$ cat config.mk
export PLATFORM = sky130hd
export DESIGN_NAME = frame_info_pack
export DESIGN_NICKNAME = d
export VERILOG_FILES = /design/src/rtl/frame_info_pack.sv
export SDC_FILE = /design/constraint.sdc
export NUM_CORES = 1
export LEC_CHECK = 0
export CAP_MARGIN = 10
export CELL_PAD_IN_SITES_DETAIL_PLACEMENT = 1
export CELL_PAD_IN_SITES_GLOBAL_PLACEMENT = 1
export CORE_ASPECT_RATIO = 0.9
export CORE_UTILIZATION = 28
export CTS_BUF_LIST = sky130_fd_sc_hd__clkbuf_4
export CTS_CLUSTER_SIZE = 28
export DETAILED_ROUTE_END_ITERATION = 12
export PLACE_DENSITY_LB_ADDON = 0.1
export SYNTH_ARGS = -nofsm -noshare
export SYNTH_HDL_FRONTEND = slang
export SYNTH_SLANG_ARGS = --single-unit
$ cat constraint.sdc
create_clock -name clk -period 18.1 [get_ports clk]
set_input_delay 5.43 -clock clk [delete_from_list [all_inputs] [get_ports clk]]
set_output_delay 5.43 -clock clk [all_outputs]
set_load 0.005 [all_outputs]
$ cat src/rtl/frame_info_pack.sv
// -----------------------------------------------------------------------------
// frame_info_pack
//   Packs per-frame information into fixed-size 64-bit word segments for a
//   GigE Vision style command stream. Two segment types exist: an "info"
//   segment and a "statis" segment. Their field inputs are captured on the
//   cycle the start request is accepted. Each segment is then streamed word
//   by word, and a word moves whenever the downstream is ready.
//
// Ports
//   clk, reset           : clock, asynchronous active-high reset
//   i_info_start         : pulse requesting an info segment
//   i_statis_start       : pulse requesting a statis segment
//   i_ready              : downstream accepts a word this cycle
//   iv_*                 : field values, captured when a request is accepted
//   o_info_flag          : info segment active
//   o_statis_flag        : statis segment active
//   ov_dval              : word valid (per 4-byte lane)
//   ov_cmd_data          : current segment word
//   o_busy               : segment active, in gap, or request pending
//   o_overflow           : one-cycle pulse when a request was dropped
// -----------------------------------------------------------------------------
module frame_info_pack #(
    parameter int INFO_SIZE    = 256,
    parameter int STATIS_SIZE  = 256,
    parameter int SHORT_REG_WD = 16,
    parameter int REG_WD       = 32,
    parameter int LONG_REG_WD  = 64,
    parameter int GEV_DE_WD    = 2,
    parameter int GEV_DATA_WD  = 64
) (
    input  logic                    clk,
    input  logic                    reset,
    input  logic                    i_info_start,
    input  logic                    i_statis_start,
    input  logic                    i_ready,
    input  logic [LONG_REG_WD-1:0]  iv_block_id,
    input  logic [LONG_REG_WD-1:0]  iv_timestamp,
    input  logic [LONG_REG_WD-1:0]  iv_frame_interval,
    input  logic [REG_WD-1:0]       iv_pixel_format,
    input  logic [REG_WD-1:0]       iv_image_size,
    input  logic [REG_WD-1:0]       iv_payload_size,
    input  logic [SHORT_REG_WD-1:0] iv_width,
    input  logic [SHORT_REG_WD-1:0] iv_height,
    input  logic [SHORT_REG_WD-1:0] iv_offset_x,
    input  logic [SHORT_REG_WD-1:0] iv_offset_y,
    input  logic [SHORT_REG_WD-1:0] iv_chunk_info,
    input  logic [SHORT_REG_WD-1:0] iv_status_info,
    input  logic [REG_WD-1:0]       iv_expect_payload_size,
    input  logic [REG_WD-1:0]       iv_valid_payload_size,
    input  logic [SHORT_REG_WD-1:0] iv_status_statis,
    output logic                    o_info_flag,
    output logic                    o_statis_flag,
    output logic [GEV_DE_WD-1:0]    ov_dval,
    output logic [GEV_DATA_WD-1:0]  ov_cmd_data,
    output logic                    o_busy,
    output logic                    o_overflow
);

    localparam int INFO_WORDS   = INFO_SIZE / 8;
    localparam int STATIS_WORDS = STATIS_SIZE / 8;
    localparam int MAX_WORDS    = (INFO_WORDS > STATIS_WORDS) ? INFO_WORDS : STATIS_WORDS;
    localparam int CNT_WD       = (MAX_WORDS > 1) ? $clog2(MAX_WORDS) : 1;

    typedef enum logic [1:0] {
        ST_IDLE   = 2'd0,
        ST_INFO   = 2'd1,
        ST_STATIS = 2'd2,
        ST_GAP    = 2'd3
    } state_t;

    state_t              state_d, state_q;
    logic [CNT_WD-1:0]   cnt_d, cnt_q;
    logic                info_pend_d, info_pend_q;
    logic                statis_pend_d, statis_pend_q;
    logic                overflow_d, overflow_q;

    // Snapshot registers
    logic [LONG_REG_WD-1:0]  block_id_d, block_id_q;
    logic [LONG_REG_WD-1:0]  timestamp_d, timestamp_q;
    logic [LONG_REG_WD-1:0]  frame_interval_d, frame_interval_q;
    logic [REG_WD-1:0]       pixel_format_d, pixel_format_q;
    logic [REG_WD-1:0]       image_size_d, image_size_q;
    logic [REG_WD-1:0]       payload_size_d, payload_size_q;
    logic [SHORT_REG_WD-1:0] width_d, width_q;
    logic [SHORT_REG_WD-1:0] height_d, height_q;
    logic [SHORT_REG_WD-1:0] offset_x_d, offset_x_q;
    logic [SHORT_REG_WD-1:0] offset_y_d, offset_y_q;
    logic [SHORT_REG_WD-1:0] chunk_info_d, chunk_info_q;
    logic [SHORT_REG_WD-1:0] status_info_d, status_info_q;
    logic [REG_WD-1:0]       expect_size_d, expect_size_q;
    logic [REG_WD-1:0]       valid_size_d, valid_size_q;
    logic [SHORT_REG_WD-1:0] status_statis_d, status_statis_q;

    logic              info_accept;
    logic              statis_accept;
    logic [CNT_WD-1:0] last_word;
    logic              seg_active;
    logic [GEV_DATA_WD-1:0] cmd_data;

    // Request acceptance: a request of a type that is already pending or
    // being sent is dropped so the snapshot it would overwrite stays intact.
    always_comb begin
        info_accept   = i_info_start && !info_pend_q && (state_q != ST_INFO);
        statis_accept = i_statis_start && !statis_pend_q && (state_q != ST_STATIS);
        overflow_d    = (i_info_start && !info_accept) || (i_statis_start && !statis_accept);
    end

    // Snapshot capture on accepted requests
    always_comb begin
        block_id_d       = block_id_q;
        timestamp_d      = timestamp_q;
        frame_interval_d = frame_interval_q;
        pixel_format_d   = pixel_format_q;
        image_size_d     = image_size_q;
        payload_size_d   = payload_size_q;
        width_d          = width_q;
        height_d         = height_q;
        offset_x_d       = offset_x_q;
        offset_y_d       = offset_y_q;
        chunk_info_d     = chunk_info_q;
        status_info_d    = status_info_q;
        expect_size_d    = expect_size_q;
        valid_size_d     = valid_size_q;
        status_statis_d  = status_statis_q;
        if (info_accept) begin
            block_id_d       = iv_block_id;
            timestamp_d      = iv_timestamp;
            frame_interval_d = iv_frame_interval;
            pixel_format_d   = iv_pixel_format;
            image_size_d     = iv_image_size;
            payload_size_d   = iv_payload_size;
            width_d          = iv_width;
            height_d         = iv_height;
            offset_x_d       = iv_offset_x;
            offset_y_d       = iv_offset_y;
            chunk_info_d     = iv_chunk_info;
            status_info_d    = iv_status_info;
        end else begin
            block_id_d       = block_id_q;
        end
        if (statis_accept) begin
            expect_size_d    = iv_expect_payload_size;
            valid_size_d     = iv_valid_payload_size;
            status_statis_d  = iv_status_statis;
        end else begin
            expect_size_d    = expect_size_q;
        end
    end

    // Next-state, word counter and pending-latch logic
    always_comb begin
        state_d       = state_q;
        cnt_d         = cnt_q;
        info_pend_d   = info_pend_q | info_accept;
        statis_pend_d = statis_pend_q | statis_accept;
        last_word     = (state_q == ST_INFO) ? CNT_WD'(INFO_WORDS - 1) : CNT_WD'(STATIS_WORDS - 1);
        case (state_q)
            // GAP dispatches like IDLE: the GAP cycle itself already provides
            // the flag-low separation, so a queued segment starts right after.
            // A same-cycle request is included so the flag rises one cycle
            // after the start pulse.
            ST_IDLE, ST_GAP: begin
                cnt_d = {CNT_WD{1'b0}};
                if (info_pend_d) begin
                    state_d     = ST_INFO;
                    info_pend_d = 1'b0;
                end else if (statis_pend_d) begin
                    state_d       = ST_STATIS;
                    statis_pend_d = 1'b0;
                end else begin
                    state_d = ST_IDLE;
                end
            end
            ST_INFO, ST_STATIS: begin
                if (i_ready) begin
                    if (cnt_q == last_word) begin
                        state_d = ST_GAP;
                        cnt_d   = {CNT_WD{1'b0}};
                    end else begin
                        cnt_d = cnt_q + CNT_WD'(1);
                    end
                end else begin
                    cnt_d = cnt_q;
                end
            end
            default: begin
                state_d = ST_IDLE;
                cnt_d   = {CNT_WD{1'b0}};
            end
        endcase
    end

    // Segment word selection from the snapshot
    always_comb begin
        cmd_data = {GEV_DATA_WD{1'b0}};
        if (state_q == ST_INFO) begin
            case (cnt_q)
                CNT_WD'(0): cmd_data = block_id_q;
                CNT_WD'(1): cmd_data = timestamp_q;
                CNT_WD'(2): cmd_data = {16'h0000, width_q, pixel_format_q};
                CNT_WD'(3): cmd_data = {16'h0000, offset_x_q, 16'h0000, height_q};
                CNT_WD'(4): cmd_data = {16'h0000, chunk_info_q, 16'h0000, offset_y_q};
                CNT_WD'(5): cmd_data = {payload_size_q, image_size_q};
                CNT_WD'(6): cmd_data = frame_interval_q;
                CNT_WD'(7): cmd_data = {48'h0000_0000_0000, status_info_q};
                default:    cmd_data = {GEV_DATA_WD{1'b0}};
            endcase
        end else if (state_q == ST_STATIS) begin
            case (cnt_q)
                CNT_WD'(0): cmd_data = {valid_size_q, expect_size_q};
                CNT_WD'(1): cmd_data = {48'h0000_0000_0000, status_statis_q};
                default:    cmd_data = {GEV_DATA_WD{1'b0}};
            endcase
        end else begin
            cmd_data = {GEV_DATA_WD{1'b0}};
        end
    end

    // State, counter, latches and snapshots
    always_ff @(posedge clk or posedge reset) begin
        if (reset) begin
            state_q          <= ST_IDLE;
            cnt_q            <= {CNT_WD{1'b0}};
            info_pend_q      <= 1'b0;
            statis_pend_q    <= 1'b0;
            overflow_q       <= 1'b0;
            block_id_q       <= {LONG_REG_WD{1'b0}};
            timestamp_q      <= {LONG_REG_WD{1'b0}};
            frame_interval_q <= {LONG_REG_WD{1'b0}};
            pixel_format_q   <= {REG_WD{1'b0}};
            image_size_q     <= {REG_WD{1'b0}};
            payload_size_q   <= {REG_WD{1'b0}};
            width_q          <= {SHORT_REG_WD{1'b0}};
            height_q         <= {SHORT_REG_WD{1'b0}};
            offset_x_q       <= {SHORT_REG_WD{1'b0}};
            offset_y_q       <= {SHORT_REG_WD{1'b0}};
            chunk_info_q     <= {SHORT_REG_WD{1'b0}};
            status_info_q    <= {SHORT_REG_WD{1'b0}};
            expect_size_q    <= {REG_WD{1'b0}};
            valid_size_q     <= {REG_WD{1'b0}};
            status_statis_q  <= {SHORT_REG_WD{1'b0}};
        end else begin
            state_q          <= state_d;
            cnt_q            <= cnt_d;
            info_pend_q      <= info_pend_d;
            statis_pend_q    <= statis_pend_d;
            overflow_q       <= overflow_d;
            block_id_q       <= block_id_d;
            timestamp_q      <= timestamp_d;
            frame_interval_q <= frame_interval_d;
            pixel_format_q   <= pixel_format_d;
            image_size_q     <= image_size_d;
            payload_size_q   <= payload_size_d;
            width_q          <= width_d;
            height_q         <= height_d;
            offset_x_q       <= offset_x_d;
            offset_y_q       <= offset_y_d;
            chunk_info_q     <= chunk_info_d;
            status_info_q    <= status_info_d;
            expect_size_q    <= expect_size_d;
            valid_size_q     <= valid_size_d;
            status_statis_q  <= status_statis_d;
        end
    end

    // Outputs: flags follow the state register; dval mirrors i_ready only
    // inside a segment so a transfer is exactly "flag and ready".
    always_comb begin
        seg_active    = (state_q == ST_INFO) || (state_q == ST_STATIS);
        o_info_flag   = (state_q == ST_INFO);
        o_statis_flag = (state_q == ST_STATIS);
        ov_dval       = seg_active ? {GEV_DE_WD{i_ready}} : {GEV_DE_WD{1'b0}};
        ov_cmd_data   = cmd_data;
        o_busy        = (state_q != ST_IDLE) || info_pend_q || statis_pend_q;
        o_overflow    = overflow_q;
    end

endmodule

-- Word-level counts from Yosys, hierarchy flattened
Index checks and enable logic that the tools add are counted.
- $add $sub $neg: 1
- eq/ne operators: 15
- mux-type cells: 16
- bitwise gates (word level): 2
- reduce and logical (&&, ||, !) cells: 20
- operator list (cell ; count):
    $pmux 64 s8 ; 1
    $mux 64 ; 2
    $pmux 64 s2 ; 1
    $eq 5x3->1 const B ; 4
    $eq 5x2->1 const B ; 2
    $mux 2 ; 5
    $mux 5 ; 2
    $pmux 5 s2 ; 1
    $logic_and 1x1->1 ; 6
    $ne 2x2->1 const B ; 3
    $add 5x1->5 const B ; 1
    $eq 5x1->1 const B ; 1
    $eq 5x5->1 const B ; 1
    $logic_not 5->1 ; 1
    $eq 2x2->1 const B ; 2
    $logic_not 1->1 ; 4
    $logic_or 1x1->1 ; 4
    $pmux 2 s2 ; 1
    $reduce_or 2->1 ; 2
    $mux 1 ; 3
    $eq 2x1->1 const B ; 1
    $logic_not 2->1 ; 1
    $ne 2x1->1 const B ; 1
    $or 1x1->1 ; 2
    2 further kinds ; 2
- register bits after elaboration: 474
- input port bits: 469
- logic and storage cells: 74

-- Longest topological paths before layout
- depth after elaboration: 7
- depth in mapped cells: 9
- depth with buffers taken out: 7

-- Worst setup path before layout
No wires, ideal clock.
- path kind: input to output
- from: in i_ready
- to: out ov_dval[1]
- arrival: 5.984 ns
- required time: 12.670 ns
- path slack: 6.686 ns
- stages: 3
- cells stage by stage: clkbuf_1 -> and2_1 -> buf_4
- longest elaborated chain between the ends: 1
- ends and longest elaborated chain (element ; RTL line ; source):
    start: declaration ; 35 ; input logic i_ready,
    $mux 2 ; 272 ; ov_dval = seg_active ? {GEV_DE_WD{i_ready}} : {GEV_DE_WD{1'b0}};
    end: declaration ; 53 ; output logic [GEV_DE_WD-1:0] ov_dval,
Every way passes these cells.

-- Worst setup path in the final report
Same ends and word-level chain as after synthesis.

==> metrics <==
DR vias/cell=between 4 and 5; Post-DP HPWL=51000 µm; Post-synth top cells=dfrtp_1 (474), mux2_2 (464), mux2i_1 (99); kind of critical path=in -> out; status=complete, no violations; most frequent cell after synthesis=dfrtp_1; register area=roughly 12000 µm²; R2R Path Start=state_q[1]; CORE AREA=74500 µm²; crit end category=output pin; hold-critical path depth=1; GP Congestion=0.770; clk slew on worst S/H paths=0.05 ns; max cap viols=0; clock latency on the worst-skew pair=0.99 ns; Top FF cell, synth=dfrtp_1; largest net degree at the start of global routing=~170; Mapped Avg Cell Area=13.7 µm²; Cell Pwr Density=165 nW/µm²; hold_sp=block_id_q[32]; Starting DRT DRC Count=a little under 600; total CTS buffers=between 100 and 150; htree depth=4; setup TNS=0 ns; Final Setup Violations=0; total die area=76300 µm²; Setup Skew=0.0546 ns; post-cts sizing count=0; layout net count=about 2.6k; GRT Total Usage=0.199; die height=262 µm; Post-Synthesis Cells=1537; fraction of registers with async set/reset=1.00; FF-to-FF End=pixel_format_q[11]; fmax=between 0.08 and 0.09 GHz; first-pass GRT wire length=113000 µm; CP max-delay cell=clkdlybuf4s50_1; Leakage=11.5 nW; WL final=75600 µm; Clock Path Buffers=3; worst r2r path cells=6; fin crit share=0.681; Hold Path Class=reg -> reg; vias=15.5k; Ports=539; arrival time at the worst endpoint=6.89 ns; final hold violations=0; grt total ovfl=0; Root Buffer Master=clkbuf_4; Die Span X=291 µm; DR pass1 iterations=6; # fillers=just under 8k; Synth Warn #=0; Tmin final=between 10 and 15 ns; Rel. slew slack=0.193; overall power=4.81 mW; Initial Util=0.283; Data required, critical path=12.67 ns; CTS tree=built; CP Max Fanout=9; Max VDD drop=0.000165 V; Synth Net Count=a little over 2k; cell taking the most area after synthesis=dfrtp_1; WL/cell=23.6 µm; Post CTS Setup Buffer Count=0; Area contributors post-synth=dfrtp_1 (56%), mux2_2 (25%), mux2i_1 (4.7%); clock sink total=474; max-slew violations=0; Hold Path End=block_id_q[32]; CTS Hold Bufs=0; Area Overhead vs Synth=38.5%; Placement Rows=95; Worst-Margin Slew=1.21 ns; area of the multi-input gates=slightly below 9000 µm²; #FFs+latches synth=roughly 470; flop-to-flop setup slack=14.66 ns; Synth cell types=36; largest stage delay on the critical path=0.72 ns; number of synthesized flops with an enable pin=0; sequential area share after synthesis=0.563; Antenna Nets Post-Route=0; # port buffers=538; Post-route DRC=0; critical path launch point type=primary input; Mapped Area=21100 µm²; share of the synthesized area in the top cell type=0.563; initial antenna violation count=27; Top cell by count, worst path=clkdlybuf4s50_1; layout cells sized above 1=0.325; crit path cell chain=clkdlybuf4s50_1, and2_1, clkdlybuf4s50_1; vias in the first global route=17.6k; RSZ-0062 raised after global routing=no
==> placed cells by master, fill, tap and decap left out, types with 2 or more instances in the layout <==
master / count
and3_1: 2
and2_1: 2
bufinv_16: 2
nor3b_2: 2
dfrtp_1: 473
o21ai_0: 53
mux2i_1: 99
clkbuf_4: 201
o21a_1: 2
clkdlybuf4s50_1: 538
or3b_2: 5
nor4b_4: 2
o21ai_1: 14
nor2_1: 39
buf_12: 3
inv_2: 6
a21oi_1: 5
clkinvlp_4: 4
nor4bb_4: 2
nand2_1: 50
mux2_2: 464
o22ai_1: 32
a22oi_1: 37
diode_2: 19
buf_4: 23
nor2b_1: 4
a211oi_1: 16
inv_1: 4
ha_1: 8
a22o_1: 29
nor3_1: 18
clkinv_1: 21
a221oi_1: 31
o2bb2ai_1: 16
==> worst max path at each step <==
stage,startpoint,end,slack [ns]
after floorplan,reset,block_id_q[0],6.25
after global placement,i_ready,ov_dval[0],5.78
after detailed placement,i_ready,ov_dval[1],5.77
after CTS,i_ready,ov_dval[1],5.76
after global routing,i_ready,ov_dval[1],5.74
final,i_ready,ov_dval[1],5.78
==> routing by layer <==
metal | GRT usage | share of wire | vias to the layer above
li1 | - | - | 6932
met1 | 0.233 | 0.40 | 8016
met2 | 0.338 | 0.51 | 394
met3 | 0.0699 | 0.063 | 137
met4 | 0.0728 | 0.020 | 30
met5 | 0 | 0.0028 | -
==> flip-flops by register name (all words and copies together), names as in the netlist, 32 cells and up <==
name	count
expect_size_q	32
block_id_q	64
pixel_format_q	32
payload_size_q	32
image_size_q	32
frame_interval_q	64
timestamp_q	64
valid_size_q	32
==> per-stage QoR <==
| stage | instances | area (µm²) | setup slack, ns | util | hold WS, ns |
|---|---|---|---|---|---|
| 3_5_place_dp | 2953 | 27400 | 5.77 | 0.368 | 0.495 |
| 5_1_grt | 3203 | 29100 | 5.74 | 0.391 | 0.518 |
| 4_1_cts | 3187 | 29100 | 5.76 | 0.390 | 0.508 |
| 2_1_floorplan | 1537 | 21100 | 6.25 | - | 0.480 |
| 6_report | 3207 | 29200 | 5.78 | 0.391 | 0.502 |
| 3_3_place_gp | 2953 | 27400 | 5.78 | 0.368 | 0.489 |
==> critical path, delay by kind of cell <==
kind          cells  cell delay [ns]
buf+inv           2             1.24
simple gates      1             0.22
==> cell type report <==
class                      instances  share of cell area
antenna                           19             0.00163
clock buffer                     201              0.0518
clock inverter                    33             0.00648
inverter                           5            0.000772
multi-input combinational        940               0.298
sequential                       474               0.407
tap                              970              0.0416
timing repair buffer             565               0.193
==> kinds of logic after synthesis <==
group	Yosys count	share of synthesized area
buf+inv	123	0.0281
mux	563	0.295
simple gates	133	0.0304
fa+ha+maj	8	0.00475
flops	474	0.563
compound gates	236	0.0782
==> power by group <==
group	switching [mW]	leakage, nW	total [mW]	internal (mW)
Sequential	0.282	5.57	1.89	1.60
Combinational	0.843	4.92	1.91	1.07
Clock	0.483	1.02	1.02	0.534
Total	1.61	11.5	4.81	3.20
Note: power is estimated with default switching activity, not from simulation.
